--- src/rtl/otp_stream_cryptor_pkg.sv ---
// Shared constants and types for the one-time-pad stream cryptor.
package otp_stream_cryptor_pkg;

  // Default beat width for message, key and output words.
  localparam int unsigned KeySize = 8;

  // WIPE sweeps the key buffer to zero; STREAM is normal operation.
  typedef enum logic [0:0] {
    StWipe   = 1'b0,
    StStream = 1'b1
  } otp_state_e;

endpackage

--- src/rtl/otp_stream_cryptor_if.sv ---
// Key, message and output streams of the cryptor, each a valid/ready handshake.
interface otp_stream_cryptor_if
  import otp_stream_cryptor_pkg::*;
#(
  parameter int unsigned DATA_W = KeySize
);
  logic              key_valid;
  logic              key_ready;
  logic [DATA_W-1:0] key_data;

  logic              msg_valid;
  logic              msg_ready;
  logic [DATA_W-1:0] msg_data;
  logic              msg_last;

  logic              out_valid;
  logic              out_ready;
  logic [DATA_W-1:0] out_data;
  logic              out_last;

  // Source/sink side.
  modport master (
    output key_valid, key_data, msg_valid, msg_data, msg_last, out_ready,
    input  key_ready, msg_ready, out_valid, out_data, out_last
  );

  // Cryptor side.
  modport slave (
    input  key_valid, key_data, msg_valid, msg_data, msg_last, out_ready,
    output key_ready, msg_ready, out_valid, out_data, out_last
  );
endinterface

--- src/rtl/otp_key_fifo.sv ---
// Key word storage: circular buffer whose entries are zeroed on consumption,
// plus an external sweep port used to wipe one entry per cycle.
module otp_key_fifo #(
  parameter int unsigned DATA_W    = 8,
  parameter int unsigned KEY_DEPTH = 16
) (
  input  logic                         clk,
  input  logic                         rst,
  input  logic                         clear,
  input  logic                         wr_en,
  input  logic [DATA_W-1:0]            wr_data,
  input  logic                         rd_en,
  output logic [DATA_W-1:0]            rd_data,
  input  logic                         wipe_en,
  input  logic [$clog2(KEY_DEPTH)-1:0] wipe_idx,
  output logic [$clog2(KEY_DEPTH):0]   level
);
  localparam int unsigned PtrW = $clog2(KEY_DEPTH);
  localparam int unsigned LvlW = PtrW + 1;

  logic [DATA_W-1:0] mem_q [KEY_DEPTH];
  logic [PtrW-1:0]   wr_ptr_q, rd_ptr_q;
  logic [LvlW-1:0]   level_q;

  assign rd_data = mem_q[rd_ptr_q];
  assign level   = level_q;

  // Storage: write new key, zero the consumed entry, zero the swept entry.
  // Write and consume never alias: equal pointers mean empty (no read) or full (no write).
  always_ff @(posedge clk) begin
    if (wipe_en) mem_q[wipe_idx] <= '0;
    if (wr_en)   mem_q[wr_ptr_q] <= wr_data;
    if (rd_en)   mem_q[rd_ptr_q] <= '0;
  end

  // Pointers and fill level; power-of-two depth makes the pointers wrap naturally.
  always_ff @(posedge clk) begin
    if (rst || clear) begin
      wr_ptr_q <= '0;
      rd_ptr_q <= '0;
      level_q  <= '0;
    end else begin
      if (wr_en) wr_ptr_q <= wr_ptr_q + 1'b1;
      if (rd_en) rd_ptr_q <= rd_ptr_q + 1'b1;
      if (wr_en && !rd_en)      level_q <= level_q + 1'b1;
      else if (!wr_en && rd_en) level_q <= level_q - 1'b1;
    end
  end

endmodule

--- src/rtl/otp_stream_cryptor.sv ---
// One-time-pad stream cipher: each message beat is XORed with a fresh key word,
// which is wiped as it is used. Zeroize sweeps the whole key buffer.
module otp_stream_cryptor
  import otp_stream_cryptor_pkg::*;
#(
  parameter int unsigned DATA_W    = KeySize,
  parameter int unsigned KEY_DEPTH = 16,
  parameter int unsigned CNT_W     = 16
) (
  input  logic                       clk,
  input  logic                       rst,
  input  logic                       zeroize,
  output logic                       busy,
  otp_stream_cryptor_if.slave        bus,
  output logic [$clog2(KEY_DEPTH):0] key_level,
  output logic [CNT_W-1:0]           frame_count
);
  localparam int unsigned PtrW = $clog2(KEY_DEPTH);
  localparam int unsigned LvlW = PtrW + 1;

  otp_state_e        state_q, state_d;
  logic [PtrW-1:0]   wipe_idx_q, wipe_idx_d;
  logic              stream;
  logic              key_wr, msg_acc, out_take;
  logic [DATA_W-1:0] key_word;
  logic              out_valid_q, out_last_q;
  logic [DATA_W-1:0] out_data_q;
  logic [CNT_W-1:0]  frame_count_q;

  assign stream = (state_q == StStream);
  assign busy   = !stream;

  assign bus.key_ready = stream && !zeroize && (key_level != LvlW'(KEY_DEPTH));
  assign bus.msg_ready = stream && !zeroize && (key_level != '0) &&
                         (!out_valid_q || bus.out_ready);

  assign key_wr   = bus.key_valid && bus.key_ready;
  assign msg_acc  = bus.msg_valid && bus.msg_ready;
  assign out_take = out_valid_q && bus.out_ready;

  assign bus.out_valid = out_valid_q;
  assign bus.out_data  = out_data_q;
  assign bus.out_last  = out_last_q;
  assign frame_count   = frame_count_q;

  otp_key_fifo #(
    .DATA_W    (DATA_W),
    .KEY_DEPTH (KEY_DEPTH)
  ) u_key_fifo (
    .clk      (clk),
    .rst      (rst),
    .clear    (stream && zeroize),
    .wr_en    (key_wr),
    .wr_data  (bus.key_data),
    .rd_en    (msg_acc),
    .rd_data  (key_word),
    .wipe_en  (busy),
    .wipe_idx (wipe_idx_q),
    .level    (key_level)
  );

  // FSM state register.
  always_ff @(posedge clk) begin
    if (rst) begin
      state_q    <= StWipe;
      wipe_idx_q <= '0;
    end else begin
      state_q    <= state_d;
      wipe_idx_q <= wipe_idx_d;
    end
  end

  // Next state: sweep one entry per cycle; zeroize only restarts from STREAM.
  always_comb begin
    state_d    = state_q;
    wipe_idx_d = wipe_idx_q;
    unique case (state_q)
      StWipe: begin
        wipe_idx_d = wipe_idx_q + 1'b1;
        if (wipe_idx_q == PtrW'(KEY_DEPTH - 1)) state_d = StStream;
      end
      StStream: begin
        if (zeroize) begin
          state_d    = StWipe;
          wipe_idx_d = '0;
        end
      end
      default: state_d = StWipe;
    endcase
  end

  // Output register; survives zeroize so a pending beat still drains.
  always_ff @(posedge clk) begin
    if (rst) begin
      out_valid_q <= 1'b0;
      out_data_q  <= '0;
      out_last_q  <= 1'b0;
    end else if (msg_acc) begin
      out_valid_q <= 1'b1;
      out_data_q  <= bus.msg_data ^ key_word;
      out_last_q  <= bus.msg_last;
    end else if (out_take) begin
      out_valid_q <= 1'b0;
    end
  end

  // Count frames whose last beat has been delivered.
  always_ff @(posedge clk) begin
    if (rst) begin
      frame_count_q <= '0;
    end else if (out_take && out_last_q) begin
      frame_count_q <= frame_count_q + 1'b1;
    end
  end

endmodule
--- src/flat_wrapper.sv ---
// flat-port wrapper written by rule: the top's interface ports become plain ports
module otp_stream_cryptor_flat import otp_stream_cryptor_pkg::*;
#(
  parameter int unsigned DATA_W    = KeySize,
  parameter int unsigned KEY_DEPTH = 16,
  parameter int unsigned CNT_W     = 16
)
  (clk, rst, zeroize, busy, key_level, frame_count, bus_key_valid, bus_key_data, bus_msg_valid, bus_msg_data, bus_msg_last, bus_out_ready, bus_key_ready, bus_msg_ready, bus_out_valid, bus_out_data, bus_out_last);
  otp_stream_cryptor_if #(.DATA_W(DATA_W)) bus_i ();
  input  logic clk;
  input  logic rst;
  input  logic zeroize;
  output logic busy;
  output logic [$clog2(KEY_DEPTH):0] key_level;
  output logic [CNT_W-1:0] frame_count;
  input wire logic [$bits(bus_i.key_valid)-1:0] bus_key_valid;
  input wire logic [$bits(bus_i.key_data)-1:0] bus_key_data;
  input wire logic [$bits(bus_i.msg_valid)-1:0] bus_msg_valid;
  input wire logic [$bits(bus_i.msg_data)-1:0] bus_msg_data;
  input wire logic [$bits(bus_i.msg_last)-1:0] bus_msg_last;
  input wire logic [$bits(bus_i.out_ready)-1:0] bus_out_ready;
  output wire logic [$bits(bus_i.key_ready)-1:0] bus_key_ready;
  output wire logic [$bits(bus_i.msg_ready)-1:0] bus_msg_ready;
  output wire logic [$bits(bus_i.out_valid)-1:0] bus_out_valid;
  output wire logic [$bits(bus_i.out_data)-1:0] bus_out_data;
  output wire logic [$bits(bus_i.out_last)-1:0] bus_out_last;
  assign bus_i.key_valid = bus_key_valid;
  assign bus_i.key_data = bus_key_data;
  assign bus_i.msg_valid = bus_msg_valid;
  assign bus_i.msg_data = bus_msg_data;
  assign bus_i.msg_last = bus_msg_last;
  assign bus_i.out_ready = bus_out_ready;
  assign bus_key_ready = bus_i.key_ready;
  assign bus_msg_ready = bus_i.msg_ready;
  assign bus_out_valid = bus_i.out_valid;
  assign bus_out_data = bus_i.out_data;
  assign bus_out_last = bus_i.out_last;
  otp_stream_cryptor #(.DATA_W(DATA_W), .KEY_DEPTH(KEY_DEPTH), .CNT_W(CNT_W)) u_core (.clk(clk), .rst(rst), .zeroize(zeroize), .busy(busy), .bus(bus_i), .key_level(key_level), .frame_count(frame_count));
endmodule
--- config.mk ---
export PLATFORM = sky130hd
export DESIGN_NAME = otp_stream_cryptor_flat
export DESIGN_NICKNAME = d
export VERILOG_FILES = /design/src/rtl/otp_stream_cryptor_pkg.sv /design/src/rtl/otp_stream_cryptor_if.sv /design/src/rtl/otp_key_fifo.sv /design/src/rtl/otp_stream_cryptor.sv /design/src/flat_wrapper.sv
export SDC_FILE = /design/constraint.sdc
export NUM_CORES = 1
export LEC_CHECK = 0
export CORE_MARGIN = 2
export CORE_UTILIZATION = 35
export CTS_CLUSTER_SIZE = 25
export DETAILED_ROUTE_END_ITERATION = 16
export PLACE_DENSITY_LB_ADDON = 0.08
export SETUP_SLACK_MARGIN = 0.02
export SLEW_MARGIN = 20
export SYNTH_ARGS = -nofsm -noshare
export SYNTH_HDL_FRONTEND = slang
export SYNTH_SLANG_ARGS = --single-unit
export TNS_END_PERCENT = 10
--- constraint.sdc ---
create_clock -name clk -period 3.2 [get_ports clk]
set_clock_uncertainty 0.1 [all_clocks]
set_input_delay 0.32 -clock clk [delete_from_list [all_inputs] [get_ports clk]]
set_output_delay 0.32 -clock clk [all_outputs]
set_load 0.01 [all_outputs]
Yosys cells after proc, flatten, opt, wreduce, memory -nomap -nowiden
Memory sizes are Yosys's and may differ from the RTL's. A register that Yosys moved wholly into a read port is not among the register bits. Cells that the tools add are included.

Flip-flop bits (word level): 44. Bits in latches: 0. Bits in writable memories: 128. Memory bits (read-only): 0. Bits of input ports: 23. Word-level logic and storage cells: 62. Memories kept: 1.

Memories: u_core.u_key_fifo.mem_q (words 16, width 8, rd ports 1, clocked after Yosys merged registers in 1, write ports 2, line otp_key_fifo.sv:21) `logic [DATA_W-1:0] mem_q [KEY_DEPTH];`.

$add $sub $neg: 6. Multipliers: 0. Divide/modulo/power cells: 0. $lt $le $gt $ge: 0. Eq/ne operators: 3. Shifts and indexed selects: 0. Muxes and demuxes: 19. Bitwise operators: 2. Reductions and logical operators: 22.

Operators by type and width (count): adder 16 x 1 -> 16 bit, second input constant (1); 2-to-1 mux 4 bit (4); adder 4 x 1 -> 4 bit, second input constant (3); logical AND 1 bit (11); 2-to-1 mux 1 bit (10); 2-to-1 mux 5 bit (2); 2-to-1 mux 8 bit (1); one-hot mux 4 bit (2 select lines) (1); OR reduction 8 bit (1); bitwise XOR 8 bit (1); adder 5 x 1 -> 5 bit, second input constant (1); logical NOT 1 bit (5); inequality test 5 bit, second input constant (1); nonzero test 5 bit (1); subtractor 5 x 1 -> 5 bit, second input constant (1); == test 4 bit, second input constant (1); nonzero test 2 bit (2); logical OR 1 bit (2); inequality test 2 bit, second input constant (1); one-hot mux 1 bit (2 select lines) (1); inverter 1 bit (1).

Depth between registers and ports, before layout
Word-level depth: 8. Depth in mapped cells: 13. Mapped depth without buffers: 11.

Modules after synthesis
From an unflattened synthesis, not the netlist that was laid out.

Cells, all modules: 812. Area, all modules: 8015.2 sq um.

By module, submodules not included: otp_key_fifo (instances 1, cells an instance 655, area an instance 6611.3 sq um); otp_stream_cryptor (instances 1, cells an instance 157, area an instance 1403.8 sq um).

Worst setup path after synthesis
OpenSTA, ideal clock, no wires.

Path type: register -> register. Start point: reg u_core.u_key_fifo.level_q[0] (netlist: u_core.u_key_fifo.level[0]). End point: reg u_core.u_key_fifo.level_q[4] (netlist: u_core.u_key_fifo.level[4]). Library setup time: 0.070 ns. Data arrival time: 2.906 ns. Required time: 3.030 ns. Setup slack: 0.124 ns. Stages on the path, launching flop included: 13. Path through: dfxtp_1 or4_1 buf_4 o2111a_1 inv_1 ha_1 inv_1 fa_1 a21o_1 a21oi_1 xnor2_1 or3_1 a21oi_1.

Cells in the longest elaborated chain, start to end: 7. Elaborated cells on any way between the ends: 16.

Ends and longest elaborated chain: from (decl) (line otp_key_fifo.sv:23) `logic [LvlW-1:0] level_q;`; from (signal assigned) (line otp_key_fifo.sv:45) `if (wr_en && !rd_en) level_q <= level_q + 1'b1;`; from (signal assigned) (line otp_key_fifo.sv:46) `else if (!wr_en && rd_en) level_q <= level_q - 1'b1;`; branches (longest 7 deep; another with subtractor 5 x 1 -> 5 bit).

Several ways; the timed one is not identified. The select of a mux whose other input is x is not followed. A chain may end at the register's enable or synchronous reset.

Worst setup path after layout
Ends and elaborated chain as after synthesis.

==> qor.yml <==
cts_root_buf: "clkbuf_16"
synth.most_common_cell: "dfxtp_1"
layout.nets: 756
critPathArrivalTime_ns: 3.24
gp_congestion: 0.839
syn_avg_cell_area_um2: 11.9
die_h_um: 154
routed_via_density: 5.82
drive_gt1_share_pct: 17.0
vias: 5933
nFillCells: 2085
slew_violations: 0
final_core_util_pct: 41.9
synthFlopType: "dfxtp_1"
syn-instance-count: 668
period_minus_slack_ns: 3.00
synth_area_leaders: "dfxtp_1, a32o_1, mux4_2"
synth-seq-cells: 176
status: "finished, final reports clean"
clockBufferDepth: 2
max_cap_violations: 0
yosys.area.top_type: "dfxtp_1"
h-tree-depth: 4
setup_tns_ns: 0
track_usage_pct: 19.4
holdBufCountCts: 0
synth_edf_count: 0
synth_top_area_share_pct: 44.5
diodes: 0
rows: 55
setup_slack_ns: 0.203
drt-wirelength-per-cell_um: 22.2
yosys-top-cells-count: "dfxtp_1, a32o_1, nor2_1"
start_util_pct: 35.3
drt-initial-drc-count: 373
finalWirelength_um: 22600
grt_max_degree: 33
crit_top_cell: "inv_1"
crit_fanout: 4
period_share_pct: 93.7
fmax_ghz: 0.334
placed_cells: 987
grt_first_pass_wirelength_um: 35700
path_cells: "or4_1, o2111a_1, inv_1, ha_1, inv_1, fa_1, a21o_1, a21oi_2, xnor2_1, or3_1, a21oi_1"
cp_slowest_cell: "or4_1"
ir_drop_uv: 329
syn_nets: 703
critPathCaptureType: "flop"
grt_pass1_vias: 6000
clk_latency_ns: 0.43
cts.sink_count: 176
cp_top_family: "simple AND/OR/NAND/NOR gates"
ios: 57
cp_data_required_time_ns: 3.45
crit_type: "flop to flop"
crit_buf_inv: 2
p_per_area_mw_per_mm2: 475
ys_seq_area_share_pct: 44.5
finalHoldViolations: 0
areaGrowthSynthToFinish_pct: 18.5
synth_cell_type_count: 57
finalSetupViolations: 0
dp_hpwl_um: 16200
hp-class: "input port to flop"
dr.pass1.iters: 4
synth.yosys.warnings: 0
drtAntennaViolNets: 0
syn-cell-area_mm2: 0.00793
numCtsBuffers: 17
grt_remaining_overflow: 0
drc: 0
path_clk_slew_ns: 0.07
p_leak_uw: 0.00308
synthArstFlopShare_pct: 0
start_kind: "flop"
finalNonFillerCells: 1019
relSlewSlack_pct: 21.2
worst_pin_slew_ns: 1.18
grt_setup_unrepaired: "yes"
cp_slowest_stage_delay_ns: 0.57
core_mm2: 0.0224
die_area_mm2: 0.0239
cts_tree: "yes"
post-place-ws_ns: 0.197
numPortBuffers: 56
die_w_um: 154
antenna_found_initial: 0
path summary, 6_finish.rpt:
kind                                                      from                             end  slack [ns]  depth (start not counted)
worst max-delay path                u_core.u_key_fifo.level[0]      u_core.u_key_fifo.level[4]        0.20                         11
worst min-delay path                              bus_msg_last             u_core.bus.out_last        0.36                          3
worst min register to register  u_core.u_key_fifo.mem_q[15][2]  u_core.u_key_fifo.mem_q[15][2]        0.39                          1
worst max register to register      u_core.u_key_fifo.level[0]      u_core.u_key_fifo.level[4]        0.20                         11
logic make-up after synthesis:
| logic type | count (synthesis) | share of synthesized area [%] |
|---|---|---|
| and+or+nand+nor | 151 | 11.6 |
| muxes | 60 | 12.6 |
| adders and majority gates | 12 | 1.99 |
| AOI/OAI and AO/OA | 178 | 22.0 |
| xor gates and xnor gates | 32 | 3.54 |
| buffers and inverters | 59 | 3.74 |
| DFF | 176 | 44.5 |
state kept, by name, indices dropped and copies added (netlist names), named ones only:
| register | flops |
|---|---|
| u_core.u_key_fifo.mem_q | 128 |
| u_core.frame_count | 16 |
| u_core.bus.out_data | 8 |
| u_core.u_key_fifo.level | 5 |
| u_core.u_key_fifo.rd_ptr_q | 4 |
| u_core.u_key_fifo.wr_ptr_q | 4 |
| u_core.wipe_idx_q | 4 |
| u_core.bus.out_last | 1 |
| u_core.bus.out_valid | 1 |
| u_core.state_q | 1 |
per-layer routing:
layer  GRT usage [%]  share of wire (%)  wire (um)
met3            4.29                5.2       1170
met2            30.9                 46      10400
met4            4.14                1.2        279
met5               0                  0          0
met1            27.0                 47      10700
area by class of cell:
type	count	area, um2	area share [%]
clock inverter	13	138	1.47
sequential	176	3520	37.5
timing repair buffer	83	763	8.13
inverter	10	37.5	0.400
tap	285	357	3.80
clock buffer	19	453	4.82
multi-input combinational	433	4120	43.9
cell usage in the layout (no fill, tap or decap), types with 3 or more instances in the layout:
master	netlist	layout
a21oi_1	12	11
clkdlybuf4s50_1	0	56
buf_4	3	27
nand2_1	35	35
nor3b_4	12	12
ha_1	11	11
or2_2	3	3
a311oi_4	3	3
dfxtp_1	176	175
xnor2_1	19	19
nand3_1	8	8
inv_1	9	9
a32o_1	130	130
xor2_1	13	13
or4_1	4	4
mux2i_1	27	27
or3_1	9	9
nor2b_1	4	4
mux4_2	32	32
and3_1	4	4
nand4_1	7	7
a211oi_1	8	8
nand2b_1	6	6
clkbuf_16	0	17
nor2_1	48	48
o21ai_0	4	4
inv_8	0	4
inv_6	0	6
power breakdown:
group	internal [uW]	leakage [uW]	switching (uW)
logic	43.8	0.00136	106
clock network	1150	0.000297	958
registers	2190	0.00142	8.12
what timing repair did:
| item | 4_1_cts | 5_1_grt |
|---|---|---|
| gates resized for setup | 0 | 2 |
| setup endpoints to repair | 0 | 2 |
| setup buffers | 0 | 0 |
stage by stage:
step / power [uW] / instance area, um2 / hold WS [ns]
final: 4460 / 9390 / 0.358
after global routing: 4620 / 9390 / 0.391
after CTS: 4510 / 9380 / 0.342
after detailed placement: 2400 / 8790 / 0.382
after global placement: 2400 / 8790 / 0.371
after floorplan: 2320 / 7930 / 0.346
worst register-to-register path, cell delays in order (launching register included):
cell and delay (ns):
dfxtp_1 0.31, or4_1 0.57, o2111a_1 0.27, inv_1 0.10, ha_1 0.20, inv_1 0.11, fa_1 0.41, a21o_1 0.18
a21oi_2 0.14, xnor2_1 0.08, or3_1 0.30, a21oi_1 0.14
No activity file was read; power rests on OpenSTA's default activity.
